[src/rtl/apb_pkg.sv]
`default_nettype none
// Shared APB definitions: master FSM state encoding and default bus widths
// used by the APB command master and the APB slave register blocks.
package apb_pkg;

  localparam int APB_DEF_ADDR_WIDTH = 32;
  localparam int APB_DEF_DATA_WIDTH = 32;

  typedef enum logic [1:0] {
    IDLE   = 2'd0,
    SETUP  = 2'd1,
    ACCESS = 2'd2,
    RESP   = 2'd3
  } apb_mst_state_t;

endpackage
`default_nettype wire

[src/rtl/apb_cmd_master.sv]
`default_nettype none
// APB initiator: turns single-word valid/ready read/write commands into APB
// SETUP/ACCESS transfers and returns one response per command (with timeout).
module apb_cmd_master
  import apb_pkg::*;
#(
  parameter int APB_ADDR_WIDTH = APB_DEF_ADDR_WIDTH,
  parameter int APB_DATA_WIDTH = APB_DEF_DATA_WIDTH,
  parameter int TIMEOUT_CYCLES = 16
) (
  input  logic                      pclk,
  input  logic                      presetn,
  input  logic                      cmd_valid,
  output logic                      cmd_ready,
  input  logic                      cmd_write,
  input  logic [APB_ADDR_WIDTH-1:0] cmd_addr,
  input  logic [APB_DATA_WIDTH-1:0] cmd_wdata,
  output logic                      rsp_valid,
  input  logic                      rsp_ready,
  output logic [APB_DATA_WIDTH-1:0] rsp_rdata,
  output logic                      rsp_err,
  output logic                      rsp_timeout,
  output logic                      busy,
  output logic [APB_ADDR_WIDTH-1:0] paddr,
  output logic                      psel,
  output logic                      penable,
  output logic                      pwrite,
  output logic [APB_DATA_WIDTH-1:0] pwdata,
  input  logic [APB_DATA_WIDTH-1:0] prdata,
  input  logic                      pready,
  input  logic                      pslverr
);

  localparam int CNT_W = (TIMEOUT_CYCLES > 0) ? $clog2(TIMEOUT_CYCLES + 1) : 1;
  // Count value at which one more stalled ACCESS cycle reaches the limit.
  localparam logic [CNT_W-1:0] TO_LAST = CNT_W'(TIMEOUT_CYCLES - 1);

  apb_mst_state_t   state, next_state;
  logic [CNT_W-1:0] to_cnt;
  logic             accept;
  logic             to_hit;

  assign cmd_ready = (state == IDLE) && presetn;
  assign busy      = (state != IDLE);
  assign accept    = cmd_valid && cmd_ready;
  // A pready arriving on the limit cycle wins over the timeout.
  assign to_hit    = (TIMEOUT_CYCLES != 0) && (state == ACCESS) && !pready &&
                     (to_cnt == TO_LAST);

  always_ff @(posedge pclk or negedge presetn) begin
    if (!presetn) state <= IDLE;
    else          state <= next_state;
  end

  always_comb begin
    next_state = state;
    unique case (state)
      IDLE:    if (accept) next_state = SETUP;
      SETUP:   next_state = ACCESS;
      ACCESS:  if (pready || to_hit) next_state = RESP;
      RESP:    if (rsp_ready) next_state = IDLE;
      default: next_state = IDLE;
    endcase
  end

  always_ff @(posedge pclk or negedge presetn) begin
    if (!presetn) begin
      psel        <= 1'b0;
      penable     <= 1'b0;
      pwrite      <= 1'b0;
      paddr       <= '0;
      pwdata      <= '0;
      rsp_valid   <= 1'b0;
      rsp_rdata   <= '0;
      rsp_err     <= 1'b0;
      rsp_timeout <= 1'b0;
      to_cnt      <= '0;
    end else begin
      psel    <= (next_state == SETUP) || (next_state == ACCESS);
      penable <= (next_state == ACCESS);

      if (accept) begin
        paddr  <= cmd_addr;
        pwrite <= cmd_write;
        pwdata <= cmd_write ? cmd_wdata : '0;
      end

      if (state == SETUP) begin
        to_cnt <= '0;
      end else if (state == ACCESS && !pready && to_cnt != '1) begin
        to_cnt <= to_cnt + 1'b1;
      end

      if (state == ACCESS && pready) begin
        rsp_valid   <= 1'b1;
        rsp_err     <= pslverr;
        rsp_timeout <= 1'b0;
        rsp_rdata   <= (!pwrite && !pslverr) ? prdata : '0;
      end else if (to_hit) begin
        rsp_valid   <= 1'b1;
        rsp_err     <= 1'b1;
        rsp_timeout <= 1'b1;
        rsp_rdata   <= '0;
      end else if (state == RESP && rsp_ready) begin
        rsp_valid   <= 1'b0;
      end
    end
  end

endmodule
`default_nettype wire

[config.mk]
export PLATFORM = sky130hd
export DESIGN_NAME = apb_cmd_master
export DESIGN_NICKNAME = d
export VERILOG_FILES = /design/src/rtl/apb_pkg.sv /design/src/rtl/apb_cmd_master.sv
export SDC_FILE = /design/constraint.sdc
export NUM_CORES = 1
export LEC_CHECK = 0
export ABC_AREA = 1
export BUFFER_PORTS_ARGS = -buffer_cell sky130_fd_sc_hd__clkbuf_2
export CAP_MARGIN = 20
export CORE_MARGIN = 3
export CORE_UTILIZATION = 50
export DETAILED_ROUTE_END_ITERATION = 10
export GPL_TIMING_DRIVEN = 1
export PLACE_DENSITY = 0.84
export SLEW_MARGIN = 20
export SYNTH_ARGS = -nofsm -noshare
export SYNTH_HDL_FRONTEND = slang
export SYNTH_SLANG_ARGS = --single-unit
export TNS_END_PERCENT = 100
[constraint.sdc]
create_clock -name pclk -period 4.2 [get_ports pclk]
set_clock_uncertainty 0.2 [all_clocks]
set_input_delay 0.84 -clock pclk [delete_from_list [all_inputs] [get_ports pclk]]
set_output_delay 0.84 -clock pclk [all_outputs]
set_load 0.02 [all_outputs]
==> results of run 1 <==
state kept, by name, summed over array words and instances, names as in the netlist:
name,flops
state,2
rsp_rdata,32
rsp_valid,1
paddr,32
psel,1
penable,1
pwdata,32
pwrite,1
rsp_timeout,1
rsp_err,1
to_cnt,5
through the flow:
step                      area [µm²]  utilization  setup slack, ns
after global placement          5341       0.6468            1.681
final                           5525       0.6691            1.887
after floorplan                 4294            -            2.006
after global routing            5525       0.6691            1.787
after detailed placement        5341       0.6468            1.630
after CTS                       5525       0.6691            1.857
final timing paths:
kind / endpoint / slack (ns) / cells after the start
setup / recovery: cmd_ready / 1.89 / 4
max in group asynchronous: pwdata[24]$_DFFE_PN0P_ / 2.89 / 2
min in group asynchronous: rsp_rdata[0]$_DFFE_PN0P_ / 0.40 / 2
setup reg to reg: pwdata[13]$_DFFE_PN0P_ / 2.09 / 6
hold reg to reg: rsp_rdata[22]$_DFFE_PN0P_ / 0.28 / 2
hold / removal: rsp_rdata[22]$_DFFE_PN0P_ / 0.28 / 2
logic make-up (layout without fill, tap and decap cells):
group	after synthesis	after routing
fa+ha+maj	4	4
flops	109	109
xor+xnor	1	1
buf+inv	36	242
compound gates	7	7
simple gates	326	326
where the power goes:
group	internal, W	total, W	switching, W	leakage, nW
combinational	0.000582	0.00180	0.00122	1.91
clock	0.000239	0.000590	0.000351	0.0905
sequential	0.00153	0.00183	0.000291	1.41
worst max-delay path, cell delays in order, from the launching register on:
cell and delay, ns:
dfrtp_1 0.44, nor2_2 0.15, inv_1 0.08, nor2_1 0.08
clkbuf_2 0.17
cell usage after synthesis, drive strengths merged:
cell type | n | area (µm²)
a21oi | 3 | 18.77
o21ai | 3 | 15.01
inv | 17 | 63.81
or2 | 1 | 6.260
nor3 | 1 | 5.000
dfrtp | 109 | 2728
ha | 4 | 50.05
nand2 | 302 | 1136
nor2 | 16 | 80.07
clkbuf | 2 | 7.510
nand3 | 5 | 30.03
buf | 17 | 132.6
o22ai | 1 | 6.260
xor2 | 1 | 8.760
and3 | 1 | 6.260
layer usage:
layer,routed length [µm],share of wire,global-route usage,vias to the layer above
li1,-,-,-,1843
met1,4480,0.44,0.2863,1680
met3,905,0.088,0.06299,17
met2,4697,0.46,0.3422,175
met5,0,0,0,-
met4,209,0.020,0.07353,0
layout by cell type (no fill, tap or decap), types with 3 or more instances in the layout:
| master | netlist | layout |
|---|---|---|
| nand2_1 | 301 | 301 |
| clkbuf_2 | 0 | 205 |
| dfrtp_1 | 109 | 109 |
| inv_1 | 14 | 14 |
| nor2_1 | 12 | 12 |
| clkbuf_8 | 0 | 10 |
| nand3_1 | 4 | 4 |
| ha_1 | 4 | 4 |
| buf_4 | 4 | 4 |
| inv_2 | 3 | 3 |
| o21ai_0 | 3 | 3 |
layout make-up:
cell class	count	area, µm²	share of cell area
clock buffers	11	141.4	0.02559
multi-input cells	338	1363	0.2466
clock inverters	5	42.54	0.007699
inverters	17	63.81	0.01155
repair buffers	209	1056	0.1911
well taps	105	131.4	0.02378
flip-flops and latches	109	2728	0.4937
==> run summary, run 1 <==
compound-cell area share of the yosys netlist -> 0.009324
Clock Path Buffers -> 2
static leakage -> 3.407 nW
Layout Cells excl Fill -> 794
largest vdd supply drop -> 0.3812 mV
fmax -> 0.4323 GHz
CTS tree -> built
GRT Total Usage -> 0.2154
worst hold start -> rsp_rdata[22]$_DFFE_PN0P_
Worst-path clk slew -> 0.10 ns
vias in the first global route -> 3687
Syn-to-layout area delta -> 28.67%
Final setup viols -> 0
worst rel slew slack -> 0.5333
initial antenna violation count -> 0
DR WL/cell -> 12.96 µm
Critical Path RT -> 3.16 ns
core area -> 0.008258 mm²
placer congestion estimate -> 0.8320
Slew Viols, Final -> 0
status -> finished, final reports clean
PwrDens -> 763.2 mW/mm²
Fin Hold WS -> 0.2797 ns
Num CTS Buffers -> 9
Die H -> 98.67 µm
global-route wire length before repair -> 17050 µm
Synth Area in XOR/XNOR -> 0.002040
worst setup path startpoint -> state[0]$_DFF_PN0_
Post-CTS Setup Repair Bufs -> 0
Fillers -> 681
synthesized instance count -> 483
CTS Hold Bufs -> 0
Ys Warns -> 0
Iteration-0 DRC Markers -> 106
post-synthesis simple-gate area fraction -> 0.2943
Die X -> 98.67 µm
#FFs+latches synth -> 109
CP startpoint kind -> register
Die Area -> 0.009736 mm²
Routed Antenna Nets -> 0
Critical Path AT -> 1.27 ns
clock net sink count -> 109
Detailed Route WL -> 10290 µm
RR Startpoint -> state[0]$_DFF_PN0_
Mean Syn Cell Area -> 8.891 µm²
worst-path fanout max -> 4
fin crit share -> 0.5508
Tmin final -> 2.313 ns
register area share after synthesis -> 0.6352
gr ovfl total -> 0
Tot Pwr -> 0.004217 W
setup TNS -> 0 ns
Synth Area in Adders -> 0.01166
Top-Level Pins -> 207
CP endpoint kind -> output port
HP Class -> register to register
CTS H-tree lvls -> 3
detailed placement HPWL -> 7667 µm
diode count -> 0
DRC violations left -> 0
RSZ-0062 raised after global routing -> false
Slew @ Worst Pin -> 0.7000 ns
Clock Tree Root -> clkbuf_8
via count -> 3715
Post-Syn Area -> 0.004294 mm²
largest family of logic cells by synthesized area -> simple AND/OR/NAND/NOR gates
nets@finish -> 791
Setup CP Type -> register to output port
Synth cell types -> 23
share of layout cells above drive strength 1 -> 0.3411
DR pass1 iterations -> 5
placed instance count -> 778
proportion of synthesized area in mux cells -> 0
I/O Buffers -> 206
post-synth net total -> 590
initial core utilization -> 0.5200
Max-cap violations -> 0
post-CTS sizing -> 0
Fin. Hold Viols -> 0
Vias/cell -> 4.679
Worst-Skew Late Latency -> 0.35 ns
largest net degree at the start of global routing -> 70
FP Rows -> 33
(Power assumes the default switching activity.)
==> run 2, diff against run 1 <==
--- a/config.mk
+++ b/config.mk
@@ -9,10 +9,10 @@
 export BUFFER_PORTS_ARGS = -buffer_cell sky130_fd_sc_hd__clkbuf_2
 export CAP_MARGIN = 20
 export CORE_MARGIN = 3
-export CORE_UTILIZATION = 50
+export CORE_UTILIZATION = 42
 export DETAILED_ROUTE_END_ITERATION = 10
 export GPL_TIMING_DRIVEN = 1
-export PLACE_DENSITY = 0.84
+export PLACE_DENSITY = 0.75
 export SLEW_MARGIN = 20
 export SYNTH_ARGS = -nofsm -noshare
 export SYNTH_HDL_FRONTEND = slang
==> constraint.sdc (replaced) <==
create_clock -name pclk -period 1.98 [get_ports pclk]
set_clock_uncertainty 0.2 [all_clocks]
set_input_delay 0.396 -clock pclk [delete_from_list [all_inputs] [get_ports pclk]]
set_output_delay 0.396 -clock pclk [all_outputs]
set_load 0.02 [all_outputs]
==> run summary, run 2 (same netlist as run 1, synthesis figures left out) <==
vias in the first global route -> 4021 (+9.1%)
GRT Total Usage -> 0.2003 (-0.01507)
CP endpoint kind -> register
core area -> 0.009864 mm² (+19%)
fin crit share -> 0.9682
Clock Tree Root -> clkbuf_8
Die H -> 107.1 µm (+8.6%)
Syn-to-layout area delta -> 38.40%
I/O Buffers -> 206 (unchanged)
DR WL/cell -> 13.23 µm (+2.1%)
WHS Endpoint -> paddr[30]$_DFFE_PN0P_
fmax -> 0.5216 GHz
Fin. Hold Viols -> 0 (unchanged)
commonest non-fill, non-tap cell in the layout -> nand2_1
RR Startpoint -> to_cnt[1]$_DFFE_PN0P_
Critical Path RT -> 2.05 ns (-1.11 ns)
placer congestion estimate -> 0.8081 (-2.9%)
Vias/cell -> 4.567 (-2.4%)
detailed placement HPWL -> 8268 µm (+7.8%)
R2R Setup Slk -> 0.06 ns (-2.03 ns)
Tmin final -> 1.917 ns
Iteration-0 DRC Markers -> 269 (+150%)
nets@finish -> 819 (+3.5%)
global-route wire length before repair -> 18250 µm (+7.0%)
Slew Viols, Final -> 0 (unchanged)
initial antenna violation count -> 0 (unchanged)
placed instance count -> 812 (+4.4%)
DRC violations left -> 0 (unchanged)
worst hold start -> cmd_addr[30]
CTS H-tree lvls -> 3 (unchanged)
Die X -> 107.1 µm (+8.6%)
Clock Path Buffers -> 2 (unchanged)
Max-cap violations -> 0 (unchanged)
Detailed Route WL -> 11250 µm (+9.3%)
worst r2r dst -> psel$_DFF_PN0_
most frequent cells in the layout -> nand2_1 (301), clkbuf_2 (204), dfrtp_1 (108)
HP Class -> input pin to register
CTS tree -> built
WHS Path Cells -> 3 (+1)
status -> finished, final reports clean
share of layout cells above drive strength 1 -> 0.3473 (+0.006206)
FP Rows -> 36 (+9.1%)
static leakage -> 3.581 nW (+5.1%)
Final Util -> 0.6025 (-0.06661)
Num CTS Buffers -> 9 (unchanged)
Routed Antenna Nets -> 0 (unchanged)
largest net degree at the start of global routing -> 70 (unchanged)
diode count -> 0 (unchanged)
RSZ-0062 raised after global routing -> true
largest vdd supply drop -> 0.8641 mV (+130%)
Worst-path clk slew -> 0.10 ns (about the same)
Worst-Skew Late Latency -> 0.36 ns (about the same)
Slew @ Worst Pin -> 0.8514 ns (+0.1513 ns)
Die Area -> 0.01147 mm² (+18%)
Setup CP Type -> register to register
Layout Cells excl Fill -> 850 (+7.1%)
Final setup viols -> 0 (unchanged)
via count -> 3882 (+4.5%)
Final WS setup -> 0.06292 ns (-1.824 ns)
Critical Path AT -> 1.98 ns (+0.71 ns)
worst-path fanout max -> 3 (-1)
top flop regs -> paddr x32, pwdata x32, rsp_rdata x32
PwrDens -> 1613 mW/mm² (+110%)
gr ovfl total -> 0 (unchanged)
pre-CTS setup slack -> -0.007871 ns (-1.638 ns)
Fin Hold WS -> 0.02060 ns (-0.2591 ns)
clock net sink count -> 109 (unchanged)
worst rel slew slack -> 0.4324 (-0.1009)
R2R depth -> 10 (+4)
initial core utilization -> 0.4353 (-0.08469)
CP startpoint kind -> register
DR pass1 iterations -> 4 (-1)
Top-Level Pins -> 207 (unchanged)
## run 2: cell count changes in the layout (fill, tap and decap cells not counted), moves of 2 or more
cell | before | now
bufinv_16 | 0 | 4
inv_6 | 2 | 0
dlygate4sd3_1 | 0 | 18
buf_12 | 0 | 2
clkinv_2 | 0 | 2
buf_4 | 4 | 12
## run 2: worst max-delay path: stages, from the launching register on
cell,delay [ns]
dfrtp_1,0.37
ha_2,0.19
and3_4,0.19
ha_1,0.13
inv_1,0.06
a21oi_2,0.19
nor2_1,0.07
nand2_1,0.08
inv_1,0.05
ha_1,0.26
inv_1,0.04
## run 2: report_power, final
part           internal [W]  total [W]  switching [W]
registers           0.00326    0.00387       0.000613
logic               0.00135    0.00399        0.00264
clock network       0.00100    0.00173       0.000723
total               0.00561    0.00959        0.00398
## run 2: final cells by class
class | instances | area [µm²]
multi-input combinational | 338 | 1375
inverter | 17 | 65.06
tap | 133 | 166.4
clock inverter | 6 | 133.9
timing repair buffer | 237 | 1336
fill | 856 | 3921
clock buffer | 10 | 137.6
sequential | 109 | 2729
## run 2: what timing repair did
item,CTS,global route
endpoints found under the setup margin,1,11
endpoints found under the hold margin,57,0
hold buffers,18,0
gates cloned,0,0
gates resized for setup,0,6
pin swaps,0,3
buffers inserted,1,3
## run 2: how the worst max path moves through the flow
stage                                     start              to  depth (start not counted)
final                     to_cnt[1]$_DFFE_PN0P_  psel$_DFF_PN0_                         10
after global placement    to_cnt[0]$_DFFE_PN0P_  psel$_DFF_PN0_                         10
after global routing      to_cnt[1]$_DFFE_PN0P_  psel$_DFF_PN0_                         10
after CTS                 to_cnt[1]$_DFFE_PN0P_  psel$_DFF_PN0_                         10
after floorplan           to_cnt[0]$_DFFE_PN0P_  psel$_DFF_PN0_                         10
after detailed placement  to_cnt[0]$_DFFE_PN0P_  psel$_DFF_PN0_                         10
## run 2: metrics by stage
stage | power (W) | cell area, µm² | TNS [ns]
finish | 0.009587 | 5943 | 0
global route | 0.01028 | 5943 | -0.05021
CTS | 0.009632 | 5906 | 0
detailed placement | 0.007829 | 5446 | -0.007871
global placement | 0.007690 | 5446 | 0
floorplan | 0.006256 | 4294 | 0
## run 2: metal layers
layer | part of all wire | vias up | routed length, µm | track usage
met2 | 0.48 | 178 | 5448 | 0.3454
met5 | 0 | - | 0 | 0
met1 | 0.40 | 1784 | 4492 | 0.2311
met4 | 0.014 | 0 | 157 | 0.06484
met3 | 0.10 | 16 | 1149 | 0.07285
li1 | - | 1904 | - | -
